**src/rtl/memory_loader.sv**
```systemverilog
// Byte-stream loader: packs 16 accepted bytes into a 128-bit word, writes it to
// memory in one cycle, and services single-cycle read-back requests between words.
module memory_loader #(
  parameter int FIRST_LSB = 1
) (
  input  logic         clk,
  input  logic         rst,
  input  logic [7:0]   byte_in,
  input  logic         byte_valid,
  output logic         byte_ready,
  input  logic         rd_req,
  output logic [127:0] mem_in,
  output logic         mem_en,
  output logic         mem_mode,
  output logic [4:0]   fill_count,
  output logic         wr_done,
  output logic         rd_valid
);

  typedef enum logic [1:0] {FILL, WRITE, RD_ISSUE, RD_WAIT} state_e;

  state_e         state_q, state_d;
  logic [127:0]   buf_q, buf_d;
  logic [4:0]     cnt_q, cnt_d;
  logic           wr_done_q, wr_done_d;
  logic [3:0]     lane;

  assign lane = (FIRST_LSB != 0) ? cnt_q[3:0] : (4'd15 - cnt_q[3:0]);

  always_comb begin
    state_d    = state_q;
    buf_d      = buf_q;
    cnt_d      = cnt_q;
    wr_done_d  = 1'b0;
    byte_ready = 1'b0;
    mem_en     = 1'b0;
    mem_mode   = 1'b0;
    rd_valid   = 1'b0;
    case (state_q)
      FILL: begin
        // A read is only taken between words; it wins over a simultaneous byte.
        if (cnt_q == 5'd0 && rd_req) begin
          state_d = RD_ISSUE;
        end else begin
          byte_ready = 1'b1;
          if (byte_valid) begin
            buf_d[{lane, 3'b000} +: 8] = byte_in;
            cnt_d = cnt_q + 5'd1;
            if (cnt_q == 5'd15) state_d = WRITE;
          end
        end
      end
      WRITE: begin
        mem_en    = 1'b1;
        mem_mode  = 1'b1;
        buf_d     = '0;
        cnt_d     = '0;
        wr_done_d = 1'b1;
        state_d   = FILL;
      end
      RD_ISSUE: begin
        mem_en  = 1'b1;
        state_d = RD_WAIT;
      end
      RD_WAIT: begin
        rd_valid = 1'b1;
        state_d  = FILL;
      end
      default: state_d = FILL;
    endcase
    if (rst) begin
      byte_ready = 1'b0;
      mem_en     = 1'b0;
      mem_mode   = 1'b0;
    end
  end

  always_ff @(posedge clk) begin
    if (rst) begin
      state_q   <= FILL;
      buf_q     <= '0;
      cnt_q     <= '0;
      wr_done_q <= 1'b0;
    end else begin
      state_q   <= state_d;
      buf_q     <= buf_d;
      cnt_q     <= cnt_d;
      wr_done_q <= wr_done_d;
    end
  end

  assign mem_in     = buf_q;
  assign fill_count = cnt_q;
  assign wr_done    = wr_done_q;

endmodule
```
**config.mk**
```make
export PLATFORM = sky130hd
export DESIGN_NAME = memory_loader
export DESIGN_NICKNAME = d
export VERILOG_FILES = /design/src/rtl/memory_loader.sv
export SDC_FILE = /design/constraint.sdc
export NUM_CORES = 1
export LEC_CHECK = 0
export ABC_AREA = 1
export BUFFER_PORTS_ARGS = -buffer_cell sky130_fd_sc_hd__buf_4
export CORE_ASPECT_RATIO = 1.1
export CORE_MARGIN = 2
export CORE_UTILIZATION = 50
export DETAILED_ROUTE_END_ITERATION = 6
export PLACE_DENSITY = 0.77
export SLEW_MARGIN = 10
export SYNTH_ARGS = -nofsm -noshare
export SYNTH_HDL_FRONTEND = slang
export SYNTH_SLANG_ARGS = --single-unit
```
**constraint.sdc**
```tcl
create_clock -name clk -period 2.59 [get_ports clk]
set_clock_uncertainty 0.15 [all_clocks]
set_input_delay 0.259 -clock clk [delete_from_list [all_inputs] [get_ports clk]]
set_output_delay 0.259 -clock clk [all_outputs]
set_load 0.1 [all_outputs]
```
* Yosys cells after proc, flatten, opt, wreduce, memory -nomap -nowiden
Index checks and enable logic that the tools add are counted.
** Word-level totals
- Bits in registers :: 136
- Latch bits :: 0
- Bits in writable memories :: 0
- Memory bits (read-only) :: 0
- Output and inout port bits :: 138
- Memories :: 0
** Operators by class
- Add/sub/neg operators :: 2
- Multipliers :: 0
- Divide/modulo/power cells :: 0
- Order comparisons :: 0
- Equal/unequal tests :: 8
- Shift-type cells :: 2
- Multiplexer cells :: 19
- Bitwise gates (word level) :: 0
- Reductions and logical operators :: 8
** Operator list (number)
- 128-bit two-way mux :: 2
- 128-bit one-hot mux with 2 select lines :: 1
- 128-bit bitwise mux :: 1
- 8-bit by 9-bit variable shift with 128-bit output (first input constant) :: 1
- 8-bit by 9-bit indexed part select with 128-bit output :: 1
- 5-bit two-way mux :: 2
- 5-bit one-hot mux with 2 select lines :: 1
- 7-bit negation with 9-bit output :: 1
- 1-bit two-way mux :: 8
- 2-bit two-way mux :: 3
- 3-bit inequality test (second input constant) :: 2
- 2-bit one-hot mux with 3 select lines :: 1
- 5-bit by 1-bit adder with 5-bit output (second input constant) :: 1
- 5-bit by 4-bit == test with 1-bit output (second input constant) :: 1
- 5-bit zero test :: 1
- 2-bit == test (second input constant) :: 2
- 2-bit inequality test (second input constant) :: 2
- 2-bit OR reduction :: 2
- 3-bit AND reduction :: 1
- 2-bit by 1-bit == test with 1-bit output (second input constant) :: 1
- 2-bit zero test :: 1
- 2-bit AND reduction :: 1
- 2-bit nonzero test :: 1
- 1-bit logical AND :: 1

* Logic depth before layout (Yosys ltp)
Gate-level depths: netlist (run 1).
- Depth in word-level cells :: 6
- Depth in mapped cells :: 13
- Mapped depth without buffers :: 12

* Least setup slack after synthesis (run 1)
Ideal clock, no wire load.
- Path type :: reg-to-output
- From :: register cnt_q[0], in the netlist fill_count[0]
- To :: output port byte_ready
- Arrival time :: 3226 ps
- Slack :: -1045 ps
- Stages on the path, launching flop included :: 9
- Cells stage by stage :: dfxtp_1 > buf_4 > inv_4 > ha_1 > nand2_1 > nor2_2 > nand2_2 > nand2_1 > nor2_1
** Between the ends
- Cells in the longest elaborated chain, start to end :: 5
** Ends and longest elaborated chain
- start: declaration :: line 24 : logic [4:0] cnt_q, cnt_d;
- start signal: assignment :: line 87 : cnt_q <= cnt_d;
- 5-bit zero test :: line 42 : if (cnt_q == 5'd0 && rd_req) begin
- 1-bit logical AND :: line 42
- 1-bit two-way mux :: line 42
- 1-bit two-way mux :: line 39 : case (state_q)
- 1-bit two-way mux :: line 71 : if (rst) begin
- end: declaration :: line 10 : output logic byte_ready,
No other way between the ends.

* Final worst setup path (run 1)
- From :: register cnt_q[1], in the netlist fill_count[1]
- To :: output port byte_ready
Same word-level chain as after synthesis.

==> results of run 1 <==
## logic make-up (layout without fill, tap and decap cells)
group                    count (synthesis)  count (layout)  synth area share (%)
AO/OA/AOI/OAI                          141             141                  13.1
adder cells (fa/ha/maj)                  9               9                  2.03
buffers and inverters                   70             228                  5.70
flip-flops                             136             136                  49.2
AND/OR/NAND/NOR                        381             381                  30.0
## final cells by class
cell class              count  area (µm²)
fillers                   880        3440
well taps                 147         184
inverters                  40         153
clock buffers              18         439
repair buffers            156        1200
flip-flops and latches    136        2730
multi-input cells         531        2510
clock inverters            14         218
## placed cells by master (no fill, tap or decap)
cell type / count
nand2_1: 221
buf_4: 154
dfxtp_1: 134
a21oi_1: 133
nand3_1: 100
inv_1: 35
nor2_1: 27
clkbuf_16: 17
nor2_2: 16
ha_1: 9
nand2_2: 7
bufinv_16: 5
o21ai_2: 4
inv_6: 4
inv_2: 3
clkinvlp_4: 3
nor2_4: 2
nand4_1: 2
nor3_1: 2
clkinv_2: 2
dfxtp_2: 2
buf_12: 2
inv_4: 1
nand3_2: 1
nand2_4: 1
nand4_4: 1
o211ai_1: 1
clkinv_1: 1
o21ai_1: 1
o22ai_1: 1
and2_1: 1
a31oi_1: 1
clkbuf_8: 1
## registers in the layout, indices dropped and copies added, names as in the netlist
signal,count
fill_count,5
mem_in,128
state_q,2
wr_done,1
## where the power goes
| part | switching [mW] | internal [mW] |
|---|---|---|
| combinational | 0.943 | 0.248 |
| sequential | 0.0249 | 2.13 |
| clock | 0.952 | 1.74 |
| total | 1.92 | 4.12 |
## through the flow
| step | instances | power, mW | cell area, µm² | hold WS [ns] |
|---|---|---|---|---|
| global placement | 1010 | 3.35 | 6770 | 0.299 |
| global route | 1042 | 6.23 | 7420 | 0.108 |
| CTS | 1042 | 6.03 | 7420 | 0.0405 |
| floorplan | 737 | 3.13 | 5550 | 0.303 |
| finish | 1042 | 6.04 | 7420 | 0.0626 |
| detailed placement | 1010 | 3.37 | 6770 | 0.305 |
## critical path: cells and delay by family, from the launching register on
kind                       cells  cell delay, ns
adders and majority gates      1            0.21
buffers and inverters          2            0.37
and+or+nand+nor                5            0.52
DFF                            1            0.37
## worst paths after layout
check / startpoint / to / slack, ns / cells after the start
max reg2reg: fill_count[1]$_SDFFE_PP0P_ / mem_in[94]$_SDFFE_PP0P_ / 0.34 / 11
min reg2reg: mem_in[100]$_SDFFE_PP0P_ / mem_in[100]$_SDFFE_PP0P_ / 0.31 / 2
max: fill_count[1]$_SDFFE_PP0P_ / byte_ready / 0.30 / 8
min: byte_valid / state_q[0]$_SDFFE_PP0P_ / 0.06 / 3
## per-layer routing
metal / GRT usage, % / up-vias / share of wire (%)
met3: 7.17 / 28 / 8.1
met1: 31.2 / 2608 / 40
met4: 10.3 / 0 / 2.3
li1: - / 2724 / -
met2: 47.0 / 267 / 50
met5: 0 / - / 0
==> flow_summary.json, run 1 <==
{
  "postSynthAreaPerCell_um2": 7.51,
  "rsz0062_at_grt": "false",
  "synth.top_cells.by_area": "dfxtp_1, nand2_1, a21oi_1",
  "run_status": "finished clean",
  "period_share_pct": 88.5,
  "nets": 903,
  "start_util_pct": 51.0,
  "antenna_found_initial": 0,
  "syn2layout_area_growth_pct": 34.1,
  "hold_viol": 0,
  "synth_edf_count": 0,
  "worstSetupPathType": "flop to output pin",
  "utilization_pct": 68.3,
  "cts_setup_buffers": 0,
  "drt-wirelength-per-cell_um": 15.6,
  "max_stage_delay_ns": 0.37,
  "finalSetupTns_ns": 0,
  "syn_area_um2": 5540,
  "cts_buffer_depth": 2,
  "end_kind": "output pin",
  "synth.yosys.seq_area_share_pct": 49.2,
  "grtUsageTotal_pct": 26.7,
  "core-area_um2": 10900,
  "ys_seq_elements": 136,
  "synth-main-ff-cell": "dfxtp_1",
  "synth_most_common_cell": "nand2_1",
  "cp_cell_sequence": "inv_1 > ha_1 > nand2_1 > nor2_2 > nand2_2 > nand2_1 > nor2_4 > buf_4",
  "p_leak_nw": 3.02,
  "crit_arrival_ns": 1.88,
  "die_area_um2": 11900,
  "grt_pass1_vias": 5153,
  "place_ws_ns": 0.376,
  "drc": 0,
  "cp_common_cell": "nand2_1",
  "diodes": 0,
  "slowest_stage": "dfxtp_2",
  "netlist_instances": 737,
  "gp_congestion": 0.900,
  "setup.worst_path.start_class": "flop",
  "fp-row-count": 40,
  "cts_made_buffers": 17,
  "ios": 150,
  "crit_required_ns": 2.18,
  "setup_violations": 0,
  "synth_top_cell_area_share_pct": 49.2,
  "hp-class": "input port to flop",
  "pwr_density_cell_nw_per_um2": 813,
  "report.final.slew_viol_count": 0,
  "vias": 5627,
  "cts_tree": "built",
  "vias_per_cell": 5.40,
  "cts_resized": 0,
  "async_flop_share_pct": 0,
  "cap_violations": 0,
  "postRouteAntennaNets": 0,
  "worstPathMaxFanout": 6,
  "die_w_um": 104,
  "htreeDepth": 4,
  "clk_pin_slew_worst_paths_ns": 0.06,
  "synth_nets": 758,
  "yosysWarnings": 0,
  "grt_max_degree": 81,
  "insertion_delay_ns": 0.42,
  "first_iter_violations": 347,
  "maxSlewHeadroom_pct": 54.8,
  "final.min_clock_period_ns": 2.29,
  "fmaxAchievable_mhz": 436,
  "grt.overflow.total": 0,
  "cts_num_sinks": 136,
  "dp_hpwl_mm": 11.5,
  "holdBufCountCts": 0,
  "yosysUniqueCellTypes": 28,
  "routed_wl_mm": 16.3,
  "drt_pass1_iterations": 5,
  "tightest_slew_ns": 0.672,
  "portBuffers": 149,
  "synth_top_cell_by_area": "dfxtp_1",
  "layout_setup_ws_ns": 0.297,
  "ir_drop_mv": 0.520,
  "post_route_cells_drive_above_1_share_pct": 25.3,
  "ys_top_cells_by_count": "nand2_1, dfxtp_1, a21oi_1",
  "grt_pass1_wl_mm": 25.3,
  "die_h_um": 114,
  "cts-root-buf": "clkbuf_16"
}
Note: power is estimated with default switching activity, not from simulation.
==> run 2, diff against run 1 <==
REMOVE_ABC_BUFFERS = 1   (was unset)
SETUP_SLACK_MARGIN = 0.2   (was unset)
==> run 2 against run 1 <==
  * Wire length down 2.2%
  * Critical path depth down 1
  * Clock-buffer cell count up 2
  * Core utilization down 0.33 points
  * Die area unchanged
  * Final cell count about the same
  * Sequential share of layout area up 0.16 points
  * Largest cell class unchanged
  * Largest power group unchanged
  * Highest routed layer unchanged
==> flow_summary.json, run 2 (synthesized netlist as in run 1, its figures left out) <==
{
  "hp-class": "input port to flop",
  "reg2reg_to": "mem_in[71]$_SDFFE_PP0P_",
  "rrSetupSlack_ns": 0.34,
  "htreeDepth": 4,
  "routed_wl_mm": 15.9,
  "antenna_found_initial": 0,
  "dp.cells": 1011,
  "cts_num_sinks": 136,
  "ios": 150,
  "cts_made_buffers": 17,
  "period_share_pct": 88.8,
  "worstSetupPathType": "flop to output pin",
  "die_h_um": 114,
  "drt-wirelength-per-cell_um": 15.3,
  "grt.overflow.total": 0,
  "end_kind": "output pin",
  "setup.worst_path.start_class": "flop",
  "fp-row-count": 40,
  "cts_setup_buffers": 0,
  "ir_drop_mv": 0.450,
  "nets": 905,
  "rr_worst_depth": 8,
  "final.min_clock_period_ns": 2.30,
  "first_iter_violations": 326,
  "pwr-share-comb_pct": 21.3,
  "holdCritStartpoint": "byte_valid",
  "grt_max_degree": 66,
  "crit_start": "state_q[1]$_SDFFE_PP0P_",
  "tightest_slew_ns": 0.640,
  "hold_depth": 3,
  "max_stage_delay_ns": 0.34,
  "vias_per_cell": 5.33,
  "run_status": "finished clean",
  "timing.rr.start": "state_q[1]$_SDFFE_PP0P_",
  "p_leak_nw": 3.00,
  "p_int_mw": 3.85,
  "insertion_delay_ns": 0.42,
  "die_area_um2": 11900,
  "cap_violations": 0,
  "largest_reg_flops": 128,
  "postRouteAntennaNets": 0,
  "critical_path_depth": 7,
  "pwr-share-seq_pct": 37.5,
  "slowest_stage": "dfxtp_1",
  "place_ws_ns": 0.337,
  "worstPathMaxFanout": 10,
  "report.final.slew_viol_count": 0,
  "cts_tree": "built",
  "crit_required_ns": 2.18,
  "cts-root-buf": "clkbuf_16",
  "pwr_density_cell_nw_per_um2": 777,
  "diodes": 0,
  "p_sw_mw": 1.89,
  "final_common_cell": "nand2_1",
  "start_util_pct": 51.0,
  "critPathBufInv": 5,
  "vias": 5554,
  "die_w_um": 104,
  "crit_arrival_ns": 1.89,
  "hold_viol": 0,
  "worstSetupEndpoint": "mem_mode",
  "grtUsageTotal_pct": 26.6,
  "netSwitchingFraction_pct": 33.0,
  "rsz0062_at_grt": "false",
  "post_route_cells_drive_above_1_share_pct": 25.3,
  "fmaxAchievable_mhz": 435,
  "layout_setup_ws_ns": 0.291,
  "drc": 0,
  "cts_buffer_depth": 2,
  "clock_power_share_pct": 41.2,
  "maxSlewHeadroom_pct": 57.3,
  "fin_cells": 1043,
  "grt_pass1_vias": 5155,
  "syn2layout_area_growth_pct": 33.4,
  "path_delay_family": "buffers and inverters",
  "cp_cell_sequence": "inv_1 > ha_1 > buf_4 > inv_1 > buf_4 > nor2_4 > buf_12",
  "drt_pass1_iterations": 5,
  "gp_congestion": 0.870,
  "clk_pin_slew_worst_paths_ns": 0.05,
  "grt_pass1_wl_mm": 25.4,
  "final_cell_mix": "nand2_1, buf_4, dfxtp_1",
  "portBuffers": 149,
  "dp_hpwl_mm": 11.2,
  "setup_violations": 0,
  "core-area_um2": 10900
}
run 2: cell types whose count changed in the layout (fill, tap and decap cells not counted), sizes merged:
cell and delta:
bufinv -3, buf +1, dlygate4sd3 +1, clkinv +2, clkbuf +2, inv -3, clkinvlp +1
run 2: power groups by stage:
stage / clock [mW] / combinational, mW / sequential, mW
floorplan: 0 / 0.641 / 2.38
detailed placement: 0 / 1.17 / 2.20
finish: 2.37 / 1.22 / 2.15
global route: 2.48 / 1.32 / 2.15
CTS: 2.38 / 1.19 / 2.15
global placement: 0 / 1.15 / 2.20
run 2: cell type report:
class	count	area [µm²]
sequential	136	2720
clock inverter	11	123
inverter	40	153
tap	147	184
timing repair buffer	158	1220
fill	906	3470
multi-input combinational	531	2520
clock buffer	20	457
run 2: how the worst min path moves through the flow:
stage,endpoint
6_report,state_q[0]$_SDFFE_PP0P_
5_1_grt,state_q[0]$_SDFFE_PP0P_
4_1_cts,state_q[0]$_SDFFE_PP0P_
3_5_place_dp,mem_in[124]$_SDFFE_PP0P_
3_3_place_gp,mem_in[103]$_SDFFE_PP0P_
2_1_floorplan,fill_count[1]$_SDFFE_PP0P_
run 2: timing repair:
item	in CTS	in global routing
gates resized for setup	3	11
hold buffers	1	0
endpoints found under the hold margin	3	0
endpoints found under the setup margin	2	73
pin swaps	0	1
run 2: worst min-delay path: cells and delay by family:
family                 cells  cell delay [ns]
AOI/OAI and AO/OA          2             0.20
buffers and inverters      1             0.12
run 2: layer usage:
layer / part of all wire [%] / up-vias / track usage, %
met4: 1.5 / 0 / 9.55
met3: 8.9 / 24 / 7.29
met2: 48 / 253 / 43.5
met5: 0 / - / 0
met1: 41 / 2555 / 33.8
li1: - / 2722 / -
run 2: metrics by stage:
stage	power, mW	TNS (ns)	utilization, %	hold WS (ns)	instance area, µm²
floorplan	3.02	-72.43	-	0.178	5370
global placement	3.34	0	62.1	0.300	6750
detailed placement	3.37	0	62.1	0.305	6750
CTS	5.71	0	67.6	0.0539	7350
global route	5.95	0	68.0	0.0951	7390
finish	5.74	0	68.0	0.0480	7390
==> run 3, diff against run 2 <==
ABC_AREA = 0   (was 1)
CTS_BUF_LIST = sky130_fd_sc_hd__clkbuf_16   (was unset)
==> run 3 against run 2 <==
  * Fmax grew 0.21%
  * Wire length fell by 8.4%
  * Sequential share of layout area rose by 0.97 points
  * Final cell count fell by 24%
  * Synthesized area fell by 5.7%
  * Combinational power is 37% lower
  * Critical path depth increased by 1
  * First-iteration DRC count shrank 8.9%
  * Non-clock buffer count grew 18
  * Hold slack got worse by 0.013 ns
  * Worst setup slack improved by 0.0049 ns
  * Largest cell class unchanged
  * Highest routed layer unchanged
==> flow_summary.json, run 3 <==
{
  "run_status": "finished clean",
  "rsz0062_at_grt": "false",
  "finalSetupTns_ns": 0,
  "postRouteAntennaNets": 0,
  "hp-class": "input port to flop",
  "p_leak_nw": 3.03,
  "end_kind": "flop",
  "pwr_density_cell_nw_per_um2": 723,
  "hold_viol": 0,
  "synth_top_cell_area_share_pct": 52.2,
  "synth_edf_count": 0,
  "use_met3_pct": 6.68,
  "drc": 0,
  "async_flop_share_pct": 0,
  "start_util_pct": 50.7,
  "crit_arrival_ns": 2.48,
  "top_usage_layer": "met2",
  "dp.cells": 757,
  "diodes": 0,
  "die_w_um": 101,
  "report.final.slew_viol_count": 0,
  "final_common_cell": "buf_4",
  "gp_congestion": 0.890,
  "antenna_found_initial": 0,
  "ir_drop_mv": 0.460,
  "yosysWarnings": 0,
  "die_h_um": 111,
  "tightest_slew_ns": 0.558,
  "fp-row-count": 39,
  "cts-root-buf": "clkbuf_16",
  "grt_pass1_wl_mm": 22.7,
  "largest_reg_flops": 128,
  "yosysUniqueCellTypes": 51,
  "cts_tree": "built",
  "worstPathMaxFanout": 11,
  "period_share_pct": 88.6,
  "grt.overflow.total": 0,
  "cts_buffer_depth": 2,
  "portBuffers": 149,
  "drt-wirelength-per-cell_um": 18.3,
  "core-area_um2": 10300,
  "use_met1_pct": 34.3,
  "syn_area_um2": 5220,
  "nets": 662,
  "htreeDepth": 4,
  "cap_violations": 0,
  "fmaxAchievable_mhz": 436,
  "routed_wl_mm": 14.6,
  "fin_cells": 797,
  "grt_pass1_vias": 4290,
  "synth_top_cell_by_area": "dfxtp_1",
  "synth-main-ff-cell": "dfxtp_1",
  "worstSetupPathType": "flop to flop",
  "synth_most_common_cell": "dfxtp_1",
  "ios": 150,
  "first_iter_violations": 297,
  "synth.yosys.seq_area_share_pct": 52.2,
  "postSynthAreaPerCell_um2": 11.0,
  "cts_made_buffers": 17,
  "grtUsageTotal_pct": 25.7,
  "final_cell_mix": "buf_4, dfxtp_1, o2bb2ai_1",
  "crit_required_ns": 2.78,
  "insertion_delay_ns": 0.41,
  "setup.worst_path.start_class": "flop",
  "die_area_um2": 11300,
  "grt_use_met2_pct": 40.8,
  "syn2layout_area_growth_pct": 37.8,
  "netlist_instances": 476,
  "grt_max_degree": 34,
  "ys_seq_elements": 136,
  "setup_violations": 0,
  "vias": 4488,
  "dp_hpwl_mm": 10.3,
  "cts_setup_buffers": 0,
  "drt_pass1_iterations": 5,
  "cts_num_sinks": 136,
  "regArea_um2": 2720,
  "maxSlewHeadroom_pct": 62.8,
  "fillers": 750,
  "multi_input_area_um2": 2310,
  "ys_top_cells_by_count": "dfxtp_1, o2bb2ai_1, a22o_1",
  "synth.top_cells.by_area": "dfxtp_1, o2bb2ai_1, a22o_1",
  "vias_per_cell": 5.63,
  "post_route_cells_drive_above_1_share_pct": 35.9,
  "clk_pin_slew_worst_paths_ns": 0.06,
  "final.min_clock_period_ns": 2.29
}
## run 3: cells by family (layout without fill, tap and decap cells)
group	Yosys count	count (layout)	share of synthesized area (%)
fa+ha+maj	9	9	2.16
flops	136	136	52.2
buf+inv	46	224	4.24
simple gates	106	106	11.9
xor+xnor	2	2	0.336
mux	1	1	0.216
compound gates	176	176	28.9
## run 3: critical path, cell delays in order, from the launching register on
cell and delay [ns]:
dfxtp_1 0.31, inv_1 0.14, ha_4 0.22, or3b_4 0.42
o31a_1 0.35, buf_4 0.20, o21a_2 0.15, nor2_8 0.14
o2bb2ai_1 0.13
## run 3: worst paths after layout
check / endpoint / cells after the start / start / slack, ns
setup / recovery: mem_in[5]$_SDFFE_PP0P_ / 8 / fill_count[0]$_SDFFE_PP0P_ / 0.30
hold / removal: fill_count[3]$_SDFFE_PP0P_ / 4 / byte_valid / 0.04
setup reg to reg: mem_in[5]$_SDFFE_PP0P_ / 8 / fill_count[0]$_SDFFE_PP0P_ / 0.30
hold reg to reg: mem_in[1]$_SDFFE_PP0P_ / 1 / mem_in[1]$_SDFFE_PP0P_ / 0.32
## run 3: report_power, final
| part | total (mW) | switching [mW] | internal, mW |
|---|---|---|---|
| Sequential | 2.13 | 0.0158 | 2.11 |
| Combinational | 0.768 | 0.544 | 0.224 |
| Clock | 2.30 | 0.965 | 1.34 |
## run 3: routing by layer
metal,share of wire [%],vias up,wire (µm)
met5,0,-,0
met4,1.4,0,199
met3,5.7,21,837
met2,48,166,7010
met1,45,2183,6540
li1,-,2118,-
## run 3: through the flow
step                      instance area (µm²)  utilization [%]  setup WS, ns  total power, mW  hold WS (ns)
after floorplan                          5060                -         -1.98             2.68         0.178
after global placement                   6500             63.1         0.229             2.89         0.300
after detailed placement                 6500             63.1         0.159             2.90         0.298
after CTS                                7150             69.5         0.211             5.20        0.0237
after global routing                     7190             69.9         0.184             5.38        0.0839
final                                    7190             69.9         0.296             5.20        0.0351
## run 3: timing repair
action | CTS | global route
cloned | 0 | 0
endpoints found under the hold margin | 8 | 0
hold buffers | 8 | 0
gates resized for setup | 1 | 8
setup endpoints to repair | 79 | 127
pin swaps | 0 | 2
## run 3: layout make-up
cell class / instances / area share [%]
Tap cell: 143 / 2.49
Multi-Input combinational cell: 294 / 32.1
Clock buffer: 17 / 5.91
Inverter: 16 / 0.835
Timing Repair Buffer: 176 / 18.7
Sequential cell: 136 / 37.9
Clock inverter: 15 / 2.04
